`src/rtl/adc_pkg.sv`:
```
// Shared ADC constants and the sample record carried from capture to the effects datapath.
package adc_pkg;
   localparam int FRAME_LEN  = 16;
   localparam int LEAD_ZEROS = 4;
   localparam int DATA_W     = 12;
   localparam int CH_W       = 3;

   typedef struct packed {
      logic [CH_W-1:0]   ch;
      logic [DATA_W-1:0] data;
   } adc_sample_t;
endpackage

```
`src/rtl/adc_sample_capture_if.sv`:
```
// Ready/valid sample stream from the capture stage to its consumer.
interface adc_sample_capture_if;
   import adc_pkg::*;

   logic              sample_valid;
   logic [DATA_W-1:0] sample_data;
   logic [CH_W-1:0]   sample_ch;
   logic              out_ready;

   modport master (output sample_valid, output sample_data, output sample_ch, input out_ready);
   modport slave  (input sample_valid, input sample_data, input sample_ch, output out_ready);
endinterface

```
`src/rtl/sample_fifo.sv`:
```
// Small FIFO with a registered head; a push into a full buffer is dropped unless a pop frees a slot.
module sample_fifo #(
   parameter int  DEPTH  = 2,
   parameter type elem_t = logic [7:0]
) (
   input  logic  clk,
   input  logic  reset,
   input  logic  push,
   input  elem_t push_data,
   input  logic  pop,
   output logic  head_valid,
   output elem_t head_data,
   output logic  drop
);
   localparam int AW = $clog2(DEPTH);

   elem_t         mem [DEPTH];
   logic [AW:0]   wr_ptr, rd_ptr, wr_nxt, rd_nxt;
   logic          full, do_push, do_pop, empty_nxt;
   elem_t         head_nxt;

   always_comb begin
      full      = (wr_ptr[AW] != rd_ptr[AW]) && (wr_ptr[AW-1:0] == rd_ptr[AW-1:0]);
      do_pop    = pop && head_valid;
      do_push   = push && (!full || do_pop);
      drop      = push && full && !do_pop;
      wr_nxt    = wr_ptr + (AW+1)'(do_push);
      rd_nxt    = rd_ptr + (AW+1)'(do_pop);
      empty_nxt = (wr_nxt == rd_nxt);
      // the incoming word becomes head when it lands in the slot the read pointer moves to
      head_nxt  = (do_push && (wr_ptr[AW-1:0] == rd_nxt[AW-1:0])) ? push_data : mem[rd_nxt[AW-1:0]];
   end

   always_ff @(posedge clk) begin
      if (do_push) mem[wr_ptr[AW-1:0]] <= push_data;
   end

   always_ff @(posedge clk) begin
      if (reset) begin
         wr_ptr     <= '0;
         rd_ptr     <= '0;
         head_valid <= 1'b0;
         head_data  <= '0;
      end else begin
         wr_ptr     <= wr_nxt;
         rd_ptr     <= rd_nxt;
         head_valid <= !empty_nxt;
         head_data  <= empty_nxt ? '0 : head_nxt;
      end
   end
endmodule

```
`src/rtl/adc_sample_capture.sv`:
```
// Deserialises ADC SPI frames into channel-tagged samples and buffers them for the effects datapath.
module adc_sample_capture
   import adc_pkg::adc_sample_t;
   import adc_pkg::CH_W;
#(
   parameter int DEPTH      = 2,
   parameter int FRAME_LEN  = adc_pkg::FRAME_LEN,
   parameter int LEAD_ZEROS = adc_pkg::LEAD_ZEROS,
   parameter int DATA_W     = adc_pkg::DATA_W
) (
   input  logic              clk,
   input  logic              reset,
   input  logic              cs_b,
   input  logic              dout,
   input  logic [CH_W-1:0]   add,
   input  logic              err_clear,
   output logic              frame_err,
   output logic              overrun,
   adc_sample_capture_if.master smp
);
   localparam int                IDX_W = $clog2(FRAME_LEN);
   localparam logic [IDX_W-1:0]  LAST  = IDX_W'(FRAME_LEN - 1);
   localparam logic [IDX_W-1:0]  LZ    = IDX_W'(LEAD_ZEROS);

   logic [IDX_W-1:0]  bit_idx;
   logic [DATA_W-2:0] shift_reg;
   logic [CH_W-1:0]   ch_cur, ch_prev;
   logic              prev_ok;
   logic              push_q;
   adc_sample_t       push_word_q;
   adc_sample_t       head;
   logic              frame_done, abort, lead_err, fifo_drop;

   always_comb begin
      frame_done = !cs_b && (bit_idx == LAST);
      abort      = cs_b && (bit_idx != '0);
      lead_err   = !cs_b && (bit_idx < LZ) && dout;
   end

   always_ff @(posedge clk) begin
      if (reset) begin
         bit_idx     <= '0;
         shift_reg   <= '0;
         ch_cur      <= '0;
         ch_prev     <= '0;
         prev_ok     <= 1'b0;
         push_q      <= 1'b0;
         push_word_q <= '0;
         frame_err   <= 1'b0;
         overrun     <= 1'b0;
      end else begin
         if (cs_b)                 bit_idx <= '0;
         else if (bit_idx == LAST) bit_idx <= '0;
         else                      bit_idx <= bit_idx + 1'b1;

         if (!cs_b && (bit_idx == '0)) ch_cur <= add;
         if (!cs_b && (bit_idx >= LZ) && (bit_idx != LAST))
            shift_reg <= {shift_reg[DATA_W-3:0], dout};

         // the ADC answers for the channel addressed one frame earlier
         push_q           <= frame_done && prev_ok;
         push_word_q.ch   <= ch_prev;
         push_word_q.data <= {shift_reg, dout};

         if (frame_done) begin
            ch_prev <= ch_cur;
            prev_ok <= 1'b1;
         end
         if (abort) prev_ok <= 1'b0;

         if (abort || lead_err) frame_err <= 1'b1;
         else if (err_clear)    frame_err <= 1'b0;

         if (fifo_drop)      overrun <= 1'b1;
         else if (err_clear) overrun <= 1'b0;
      end
   end

   sample_fifo #(
      .DEPTH  (DEPTH),
      .elem_t (adc_sample_t)
   ) u_fifo (
      .clk        (clk),
      .reset      (reset),
      .push       (push_q),
      .push_data  (push_word_q),
      .pop        (smp.out_ready),
      .head_valid (smp.sample_valid),
      .head_data  (head),
      .drop       (fifo_drop)
   );

   assign smp.sample_data = head.data;
   assign smp.sample_ch   = head.ch;
endmodule

```
`src/flat_wrapper.sv`:
```
// flat-port wrapper written by rule: the top's interface ports become plain ports
module adc_sample_capture_flat import adc_pkg::adc_sample_t; import adc_pkg::CH_W;
#(
   parameter int DEPTH      = 2,
   parameter int FRAME_LEN  = adc_pkg::FRAME_LEN,
   parameter int LEAD_ZEROS = adc_pkg::LEAD_ZEROS,
   parameter int DATA_W     = adc_pkg::DATA_W
)
  (clk, reset, cs_b, dout, add, err_clear, frame_err, overrun, smp_sample_valid, smp_sample_data, smp_sample_ch, smp_out_ready);
  adc_sample_capture_if smp_i ();
  input  logic clk;
  input  logic reset;
  input  logic cs_b;
  input  logic dout;
  input  logic [CH_W-1:0] add;
  input  logic err_clear;
  output logic frame_err;
  output logic overrun;
  output wire logic [$bits(smp_i.sample_valid)-1:0] smp_sample_valid;
  output wire logic [$bits(smp_i.sample_data)-1:0] smp_sample_data;
  output wire logic [$bits(smp_i.sample_ch)-1:0] smp_sample_ch;
  input wire logic [$bits(smp_i.out_ready)-1:0] smp_out_ready;
  assign smp_sample_valid = smp_i.sample_valid;
  assign smp_sample_data = smp_i.sample_data;
  assign smp_sample_ch = smp_i.sample_ch;
  assign smp_i.out_ready = smp_out_ready;
  adc_sample_capture #(.DEPTH(DEPTH), .FRAME_LEN(FRAME_LEN), .LEAD_ZEROS(LEAD_ZEROS), .DATA_W(DATA_W)) u_core (.clk(clk), .reset(reset), .cs_b(cs_b), .dout(dout), .add(add), .err_clear(err_clear), .frame_err(frame_err), .overrun(overrun), .smp(smp_i));
endmodule
```
`config.mk`:
```
export PLATFORM = sky130hd
export DESIGN_NAME = adc_sample_capture_flat
export DESIGN_NICKNAME = d
export VERILOG_FILES = /design/src/rtl/adc_pkg.sv /design/src/rtl/adc_sample_capture_if.sv /design/src/rtl/sample_fifo.sv /design/src/rtl/adc_sample_capture.sv /design/src/flat_wrapper.sv
export SDC_FILE = /design/constraint.sdc
export NUM_CORES = 1
export LEC_CHECK = 0
export ABC_AREA = 1
export CORE_AREA = 2 2 82 84
export CTS_CLUSTER_DIAMETER = 120
export CTS_CLUSTER_SIZE = 40
export DETAILED_ROUTE_END_ITERATION = 8
export DIE_AREA = 0 0 84 86
export PLACE_DENSITY = 0.76
export SLEW_MARGIN = 5
export SYNTH_ARGS = -nofsm -noshare
export SYNTH_HDL_FRONTEND = slang
export SYNTH_SLANG_ARGS = --single-unit
```
`constraint.sdc`:
```
create_clock -name clk -period 3.4 [get_ports clk]
set_input_delay 0.34 -clock clk [delete_from_list [all_inputs] [get_ports clk]]
set_output_delay 0.34 -clock clk [all_outputs]
set_load 0.01 [all_outputs]
```
After elaboration in Yosys (flattened, before gate mapping)
Memory sizes are Yosys's and may differ from the RTL's. A register that Yosys moved wholly into a read port is not among the register bits.
Cells that the tools add are included.
Word-level totals
  register bits after elaboration: 45
  bits in writable memories: 30
  output and inout port bits: 18
  logic and storage cells: 55
  memories kept: 1
Operators by class
  $add $sub $neg: 3
  $lt $le $gt $ge: 2
  equal/unequal tests: 5
  multiplexer cells: 5
  reduce and logical (&&, ||, !) cells: 26
Memory list
  u_core.u_fifo.mem: words 2, width 15, read ports 1, clocked after Yosys merged registers in 1, wr ports 1, RTL line sample_fifo.sv:17  | elem_t mem [DEPTH];
Operators with widths (number)
  $logic_and 1x1->1: 13
  $mux 1: 5
  $add 2x1->2: 2
  $add 4x1->4 const B: 1
  $eq 4x4->1 const B: 1
  $ge 4x3->1 const B: 1
  $logic_not 1->1: 4
  $logic_not 4->1: 1
  $lt 4x3->1 const B: 1
  $ne 4x4->1 const B: 1
  $reduce_bool 2->1: 2
  $reduce_bool 4->1: 1
  $reduce_or 2->1: 2
  $reduce_or 3->1: 1
  $eq 2x2->1: 1
  $logic_or 1x1->1: 2
  $eq 1x1->1: 1
  $ne 1x1->1: 1

Logic depth before layout (Yosys ltp)
Gate-level depths: netlist (run 1).
  word-level depth: 8
  mapped depth: 17
  gate-level depth less buffers: 15

By module
Synthesis (run 1) repeated with hierarchy kept, for this count alone.
Unflattened totals
  cells, all modules: 395
  area, all modules: 3672.3 um^2
Modules (own cells, without submodules)
  sample_fifo: instances 1, cells an instance 209, area each 2188.3 um^2, seq. area each 1301.2 um^2
  adc_sample_capture: instances 1, cells an instance 186, area each 1483.9 um^2, seq. area each 800.8 um^2

Worst setup path after synthesis (run 1)
No wires, ideal clock.
  kind: register to register
  start point: reg u_core.u_fifo.wr_ptr[0]
  end point: reg u_core.u_fifo.head_data[0] (netlist bit)
  setup time: 0.109 ns
  data arrival time: 2.321 ns
  data required time: 3.291 ns
  setup slack: 0.970 ns
  cell stages (with the launch flop): 18
  buffers on the path: 2
  clock period less this slack: 2.430 ns
  path through: dfxtp_1 inv_2 nor2_2 nor2_2 nand3_4 buf_2 and2_1 ha_1 inv_1 nand2_1 nand2_1 nand2_1 nand3_1 nand2_1 inv_2 buf_2 nand2_1 nor2_2
On the way
  word-level cells in the longest chain between the ends: 8
RTL lines
  start: declaration: RTL line sample_fifo.sv:18  | logic [AW:0] wr_ptr, rd_ptr, wr_nxt, rd_nxt;
  start signal: assignment: RTL line sample_fifo.sv:45  | wr_ptr <= wr_nxt;
  $eq 1x1->1: RTL line sample_fifo.sv:23  | full = (wr_ptr[AW] != rd_ptr[AW]) && (wr_ptr[AW-1:0] == rd_ptr[AW-1:0]);
  $logic_and 1x1->1: RTL line sample_fifo.sv:23
  $logic_not 1->1: RTL line sample_fifo.sv:25  | do_push = push && (!full || do_pop);
  $logic_or 1x1->1: RTL line sample_fifo.sv:25
  $logic_and 1x1->1: RTL line sample_fifo.sv:25
  $add 2x1->2 *: RTL line sample_fifo.sv:27  | wr_nxt = wr_ptr + (AW+1)'(do_push);
  $eq 2x2->1 *: RTL line sample_fifo.sv:29  | empty_nxt = (wr_nxt == rd_nxt);
  $reduce_or 2->1 (no line) *
  end signal: assignment: RTL line sample_fifo.sv:48  | head_data <= empty_nxt ? '0 : head_nxt;
  end: declaration: RTL line sample_fifo.sv:12  | output elem_t head_data,
Every way passes the cells marked *; elsewhere a longest branch is shown, timed or not.
A chain may end at the register's enable or synchronous reset.

Final worst setup path (run 1)
  start point: reg u_core.u_fifo.wr_ptr[0]
  end point: reg u_core.u_fifo.head_data[6] (netlist bit)
The elaborated chain is that of the path after synthesis.

==> impl_metrics.py, run 1 <==
metrics = {
    "worst_hold_path": {
        "hold_class": "register to register",
    },
    "run": {
        "cap_violations": 0,
    },
    "synthesis": {
        "ys_warn_count": 0,
        "netlist_area_mm2": 0.003470,
        "synth_top_area_share_pct": 34.62,
        "synth_edf_count": 30,
        "synth_most_common_cell": "dfxtp_1",
        "synth_area_leader_cell": "dfxtp_1",
        "synth.distinct_cells": 26,
        "ys.flop_type": "dfxtp_1",
        "yosysSeqAreaShare_pct": 60.58,
        "avgSynthCellArea_um2": 9.773,
        "ys_top_cells_by_area": "dfxtp_1 (35%), edfxtp_1 (26%), inv_1 (5.2%)",
        "netlist_instances": 355,
        "async_flop_share_pct": 0,
        "ys_ff_latch": 90,
        "synthesis.nets": 369,
        "synthTopCellsByCount": "dfxtp_1 (60), inv_1 (48), nand2_1 (48)",
    },
    "clock_tree": {
        "root_buffer": "clkbuf_8",
        "clock_path_buffers": 2,
        "clock_sinks": 90,
        "tritoncts": "yes",
        "cts-hold-fix-buffers": 0,
        "cts.repair.resized": 0,
        "clk_latency_ns": 0.35,
        "cts_setup_buffers": 0,
        "cts_buffers": 9,
        "path_clk_slew_ns": 0.08,
        "htreeDepth": 3,
    },
    "floorplanning": {
        "boundaryPins": 27,
        "design.core.area_mm2": 0.006277,
        "initial_utilization_pct": 55.27,
        "die_w_um": 84,
        "die_h_um": 86,
        "die_area_mm2": 0.007224,
        "rows": 29,
    },
    "outcome": {
        "status": "finished clean",
    },
    "cells_and_area": {
        "antenna_cells": 0,
        "syn2layout_area_growth_pct": 15.11,
        "drive_gt1_share_pct": 14.73,
        "largest_register_ff_count": 30,
        "final_nets": 396,
        "utilization_pct": 63.62,
    },
    "power_and_ir_drop": {
        "p_switching_mw": 0.3693,
        "clkPwrFrac_pct": 39.4,
        "pwr-share-seq_pct": 58.5,
        "comb_power_share_pct": 2.0,
        "power_density_mw_per_mm2": 475.8,
        "p_int_mw": 1.531,
        "leakagePower_nw": 1.482,
        "switching_share_pct": 19.43,
        "peakVddDrop_uv": 268.7,
    },
    "place": {
        "dp_hpwl_um": 3757,
        "place.gp.congestion": 0.8564,
        "port_buffers": 26,
    },
    "route": {
        "drc": 0,
        "drt-total-wl_um": 5649,
        "num_vias": 2260,
        "viasPerCell": 4.871,
        "drtIter0Drc": 92,
        "firstDrtPassIters": 5,
        "wl_per_cell_um": 12.17,
        "ant_nets": 0,
    },
    "critical_path": {
        "cp-start-kind": "register",
        "cp.arrival_ns": 2.73,
        "cp-end-kind": "register",
        "cp_max_fo": 17,
        "worstSetupPathType": "register to register",
        "path_cells": "inv_2, nand2_1, nand3_4, and2_1, ha_1, inv_1, nand2_1, nand2_1, nand2_1, nand3_1, nand2_1, inv_2, nand2_1, nor2_1",
        "worst_ep_required_time_ns": 3.68,
        "ff2ff_setup_slack_ns": 0.96,
        "max_stage_delay_ns": 0.48,
        "cp_common_cell": "nand2_1",
        "critical-path-slowest-cell": "dfxtp_1",
    },
    "global_route": {
        "grt_antenna_before_repair": 0,
        "gr-max-usage-layer": "met2",
        "grt_overflow": 0,
        "gr-usage-met3_pct": 5.390,
        "grt_pass1_wl_um": 9494,
        "grt_pass1_vias": 2150,
        "grt_usage_pct": 17.04,
        "grt_max_degree": 24,
        "grt_util_met1_pct": 20.99,
        "grt_use_met2_pct": 27.49,
    },
    "sta": {
        "period_share_pct": 71.90,
        "setup_violations": 0,
        "slew_viol_final": 0,
        "layout_min_cycle_time_ns": 2.445,
        "tns_ns": 0,
        "hold_slack_ns": 0.4321,
        "fin_worst_skew_ns": 0.005435,
        "rsz0062_at_grt": "no",
        "hold_violations": 0,
        "max_freq_ghz": 0.4091,
        "tightest_slew_ns": 0.7583,
        "maxSlewHeadroom_pct": 49.45,
    },
}
[power by group through the flow]
stage | Combinational, mW | Clock [mW] | Sequential, mW
finish | 0.0386 | 0.749 | 1.11
global route | 0.0439 | 0.816 | 1.11
CTS | 0.0391 | 0.767 | 1.11
detailed placement | 0.0387 | 0 | 1.14
global placement | 0.0384 | 0 | 1.14
floorplan | 0.0212 | 0 | 1.14
[metal layers]
metal  share of wire (%)  up-vias
met5                   0        -
met4                 1.7        0
met3                 4.5       10
met2                  47       46
met1                  47     1022
li1                    -     1182
[cells in the final DEF, fill, tap and decap left out, types with 2 or more instances in the layout]
cell	instances
xor2_1	2
nand3_4	2
edfxtp_1	30
mux2i_1	15
clkdlybuf4s50_1	26
nand2_2	10
nor2_1	31
o21ai_1	12
clkbuf_8	10
o21ai_0	6
inv_2	15
nand2_1	48
inv_1	48
dfxtp_1	60
nand4_1	16
clkbuf_1	3
ha_1	5
a21oi_1	18
nor2_2	12
nand3_1	7
buf_4	4
[final cells by class]
| type | count | area (um2) |
|---|---|---|
| Timing Repair Buffer | 30 | 290.3 |
| Inverter | 63 | 236.5 |
| Multi-Input combinational cell | 188 | 1060 |
| Fill cell | 511 | 2283 |
| Clock buffer | 14 | 173.9 |
| Clock inverter | 2 | 35.03 |
| Sequential cell | 90 | 2102 |
| Tap cell | 77 | 96.34 |
[critical path, delay by kind of cell, from the launching register on]
kind	cells	cell delay, ns
flops	1	0.48
simple gates	10	1.10
fa+ha+maj	1	0.34
buf+inv	3	0.46
[metrics by stage]
step / cells / worst slack, ns / total power, mW / instance area, um2
after global placement: 448 / 0.7545 / 1.176 / 3785
after floorplan: 355 / 0.9699 / 1.158 / 3470
after detailed placement: 448 / 0.6083 / 1.176 / 3785
after CTS: 464 / 0.9556 / 1.918 / 3994
after global routing: 464 / 0.7599 / 1.974 / 3994
final: 464 / 0.9553 / 1.900 / 3994
[kinds of logic (layout without fill, tap and decap cells)]
group                    Yosys count  in the layout  share of synthesized area [%]
XOR/XNOR                           3              3                          1.298
buffers and inverters             77            109                          8.871
adder cells (fa/ha/maj)            5              5                          1.803
AO/OA/AOI/OAI                     37             37                          5.374
AND/OR/NAND/NOR                  128            128                          17.74
flip-flops                        90             90                          60.58
multiplexers                      15             15                          4.327
[path summary, 6_finish.rpt]
kind,to,startpoint,depth (start not counted)
setup / recovery,u_core.u_fifo.head_data[6]$_SDFF_PP0_,u_core.u_fifo.wr_ptr[0]$_SDFF_PP0_,14
hold / removal,u_core.push_word_q[14]$_SDFF_PP0_,u_core.ch_prev[2]$_SDFFE_PP0P_,2
setup reg to reg,u_core.u_fifo.head_data[6]$_SDFF_PP0_,u_core.u_fifo.wr_ptr[0]$_SDFF_PP0_,14
hold reg to reg,u_core.push_word_q[14]$_SDFF_PP0_,u_core.ch_prev[2]$_SDFFE_PP0P_,2
No activity file was read; power rests on OpenSTA's default activity.
==> run 2: changes to the inputs <==
- CORE_AREA: 2 2 82 84 -> 2 2 86 88
- DIE_AREA: 0 0 84 86 -> 0 0 88 90
- PLACE_DENSITY: 0.76 -> 0.72
- clock period: 3.4 -> 2.1 ns (I/O delays scaled with it)
==> impl_metrics.py, run 2 (synthesis results as in run 1) <==
metrics = {
    "outcome": {
        "status": "finished clean",
    },
    "critical_path": {
        "reg2reg_depth": 12,
        "cp-start-kind": "register",
        "rr_startpoint": "u_core.u_fifo.wr_ptr[0]$_SDFF_PP0_",
        "worst_ep_required_time_ns": 2.36,
        "cp.arrival_ns": 2.19,
        "timing.rr.end": "u_core.u_fifo.head_data[0]$_SDFF_PP0_",
        "cp-end-kind": "register",
        "ff2ff_setup_slack_ns": 0.17,
        "cp_max_fo": 8,
        "endpoint": "u_core.u_fifo.head_data[0]$_SDFF_PP0_",
        "startpoint": "u_core.u_fifo.wr_ptr[0]$_SDFF_PP0_",
        "worstSetupPathType": "register to register",
    },
    "clock_tree": {
        "cts_buffers": 9,
        "path_clk_slew_ns": 0.09,
        "htreeDepth": 3,
        "clock_path_buffers": 2,
        "clock_sinks": 90,
        "root_buffer": "clkbuf_8",
        "tritoncts": "yes",
        "clk_latency_ns": 0.36,
    },
    "global_route": {
        "grt_usage_pct": 16.01,
        "grt_antenna_before_repair": 0,
        "grt_pass1_vias": 2160,
        "grt_pass1_wl_um": 9639,
        "grt_max_degree": 23,
        "grt_overflow": 0,
    },
    "power_and_ir_drop": {
        "peakVddDrop_uv": 343.3,
        "totalPowerFinal_mw": 3.132,
        "leakagePower_nw": 1.532,
        "power_density_mw_per_mm2": 757.8,
    },
    "route": {
        "drc": 0,
        "viasPerCell": 4.719,
        "drt-total-wl_um": 5913,
        "drtIter0Drc": 91,
        "num_vias": 2331,
        "wl_per_cell_um": 11.97,
        "firstDrtPassIters": 4,
        "ant_nets": 0,
    },
    "cells_and_area": {
        "final_cell_mix": "dfxtp_1 (58), inv_1 (48), nand2_1 (46)",
        "antenna_cells": 0,
        "final_common_cell": "dfxtp_1",
        "drive_gt1_share_pct": 18.73,
        "syn2layout_area_growth_pct": 19.11,
        "final_nets": 404,
        "largest_register_ff_count": 30,
        "utilization_pct": 58.87,
        "final_cells": 494,
    },
    "sta": {
        "fin_ws_ns": 0.1691,
        "slew_viol_final": 0,
        "rsz0062_at_grt": "no",
        "hold_violations": 0,
        "tightest_slew_ns": 0.7863,
        "fin_worst_skew_ns": 0.01082,
        "setup_violations": 0,
        "max_freq_ghz": 0.5179,
        "hold_slack_ns": 0.4326,
        "period_share_pct": 91.95,
        "layout_min_cycle_time_ns": 1.931,
        "maxSlewHeadroom_pct": 47.58,
    },
    "floorplanning": {
        "die_area_mm2": 0.007920,
        "design.core.area_mm2": 0.007020,
        "die_h_um": 90,
        "initial_utilization_pct": 49.42,
        "rows": 31,
        "die_w_um": 88,
        "boundaryPins": 27,
    },
    "place": {
        "port_buffers": 26,
        "dp.cells": 476,
        "place.gp.congestion": 0.8642,
        "dp_hpwl_um": 3895,
        "place_ws_ns": -0.1797,
    },
    "worst_hold_path": {
        "hold_class": "register to register",
    },
    "run": {
        "cap_violations": 0,
    },
}
-- run 2: where the power goes --
part	internal (mW)	leakage, nW	switching [mW]
Sequential	1.79	0.766	0.00551
Combinational	0.0288	0.647	0.0329
Clock	0.658	0.119	0.613
Total	2.48	1.53	0.651
-- run 2: worst min path at each step --
stage | end | cells past startpoint | slack [ns] | startpoint
6_report | u_core.push_word_q[13]$_SDFF_PP0_ | 2 | 0.43 | u_core.ch_prev[1]$_SDFFE_PP0P_
3_5_place_dp | u_core.push_word_q[13]$_SDFF_PP0_ | 2 | 0.42 | u_core.ch_prev[1]$_SDFFE_PP0P_
3_3_place_gp | u_core.push_word_q[11]$_SDFF_PP0_ | 2 | 0.42 | u_core.shift_reg[10]$_SDFFE_PP0P_
5_1_grt | u_core.ch_cur[1]$_SDFFE_PP0P_ | 3 | 0.45 | add[1]
2_1_floorplan | u_core.frame_err$_SDFFE_PP0P_ | 1 | 0.28 | reset
4_1_cts | u_core.push_word_q[13]$_SDFF_PP0_ | 2 | 0.44 | u_core.ch_prev[1]$_SDFFE_PP0P_
-- run 2: metal layers --
| layer | GRT usage (%) | wire length, um | up-vias |
|---|---|---|---|
| met1 | 19.45 | 2671 | 1068 |
| li1 | - | - | 1207 |
| met2 | 25.88 | 2904 | 50 |
| met4 | 9.231 | 71 | 0 |
| met5 | 0 | 0 | - |
| met3 | 3.306 | 266 | 6 |
-- run 2: area by class of cell --
class | instances | area (um2)
multi-input cells | 188 | 1080
flip-flops and latches | 90 | 2107
repair buffers | 37 | 342.8
inverters | 63 | 241.5
clock buffers | 12 | 198.9
well taps | 99 | 123.9
fillers | 615 | 2888
clock inverters | 4 | 32.53
repair inverters | 1 | 6.256
-- run 2: what timing repair did --
action	CTS	global route
hold buffers	0	0
setup buffers	0	1
setup endpoints to repair	0	30
resized for setup	0	8
-- run 2: per-stage QoR --
step           instance area [um2]  setup TNS, ns
3_5_place_dp                  3871         -3.551
5_1_grt                       4133              0
6_report                      4133              0
4_1_cts                       4103              0
3_3_place_gp                  3871         -2.904
2_1_floorplan                 3486              0
-- run 2: critical path: stages, from the launching register on --
cell and delay, ns:
dfxtp_4 0.38, inv_2 0.08, nor2_2 0.04, nor2_2 0.16, nand3_4 0.08, and2_4 0.16
ha_1 0.29, xor2_1 0.17, nand3_1 0.11, nand2_2 0.13, clkinv_4 0.11, nand2_1 0.09
nor2_2 0.03
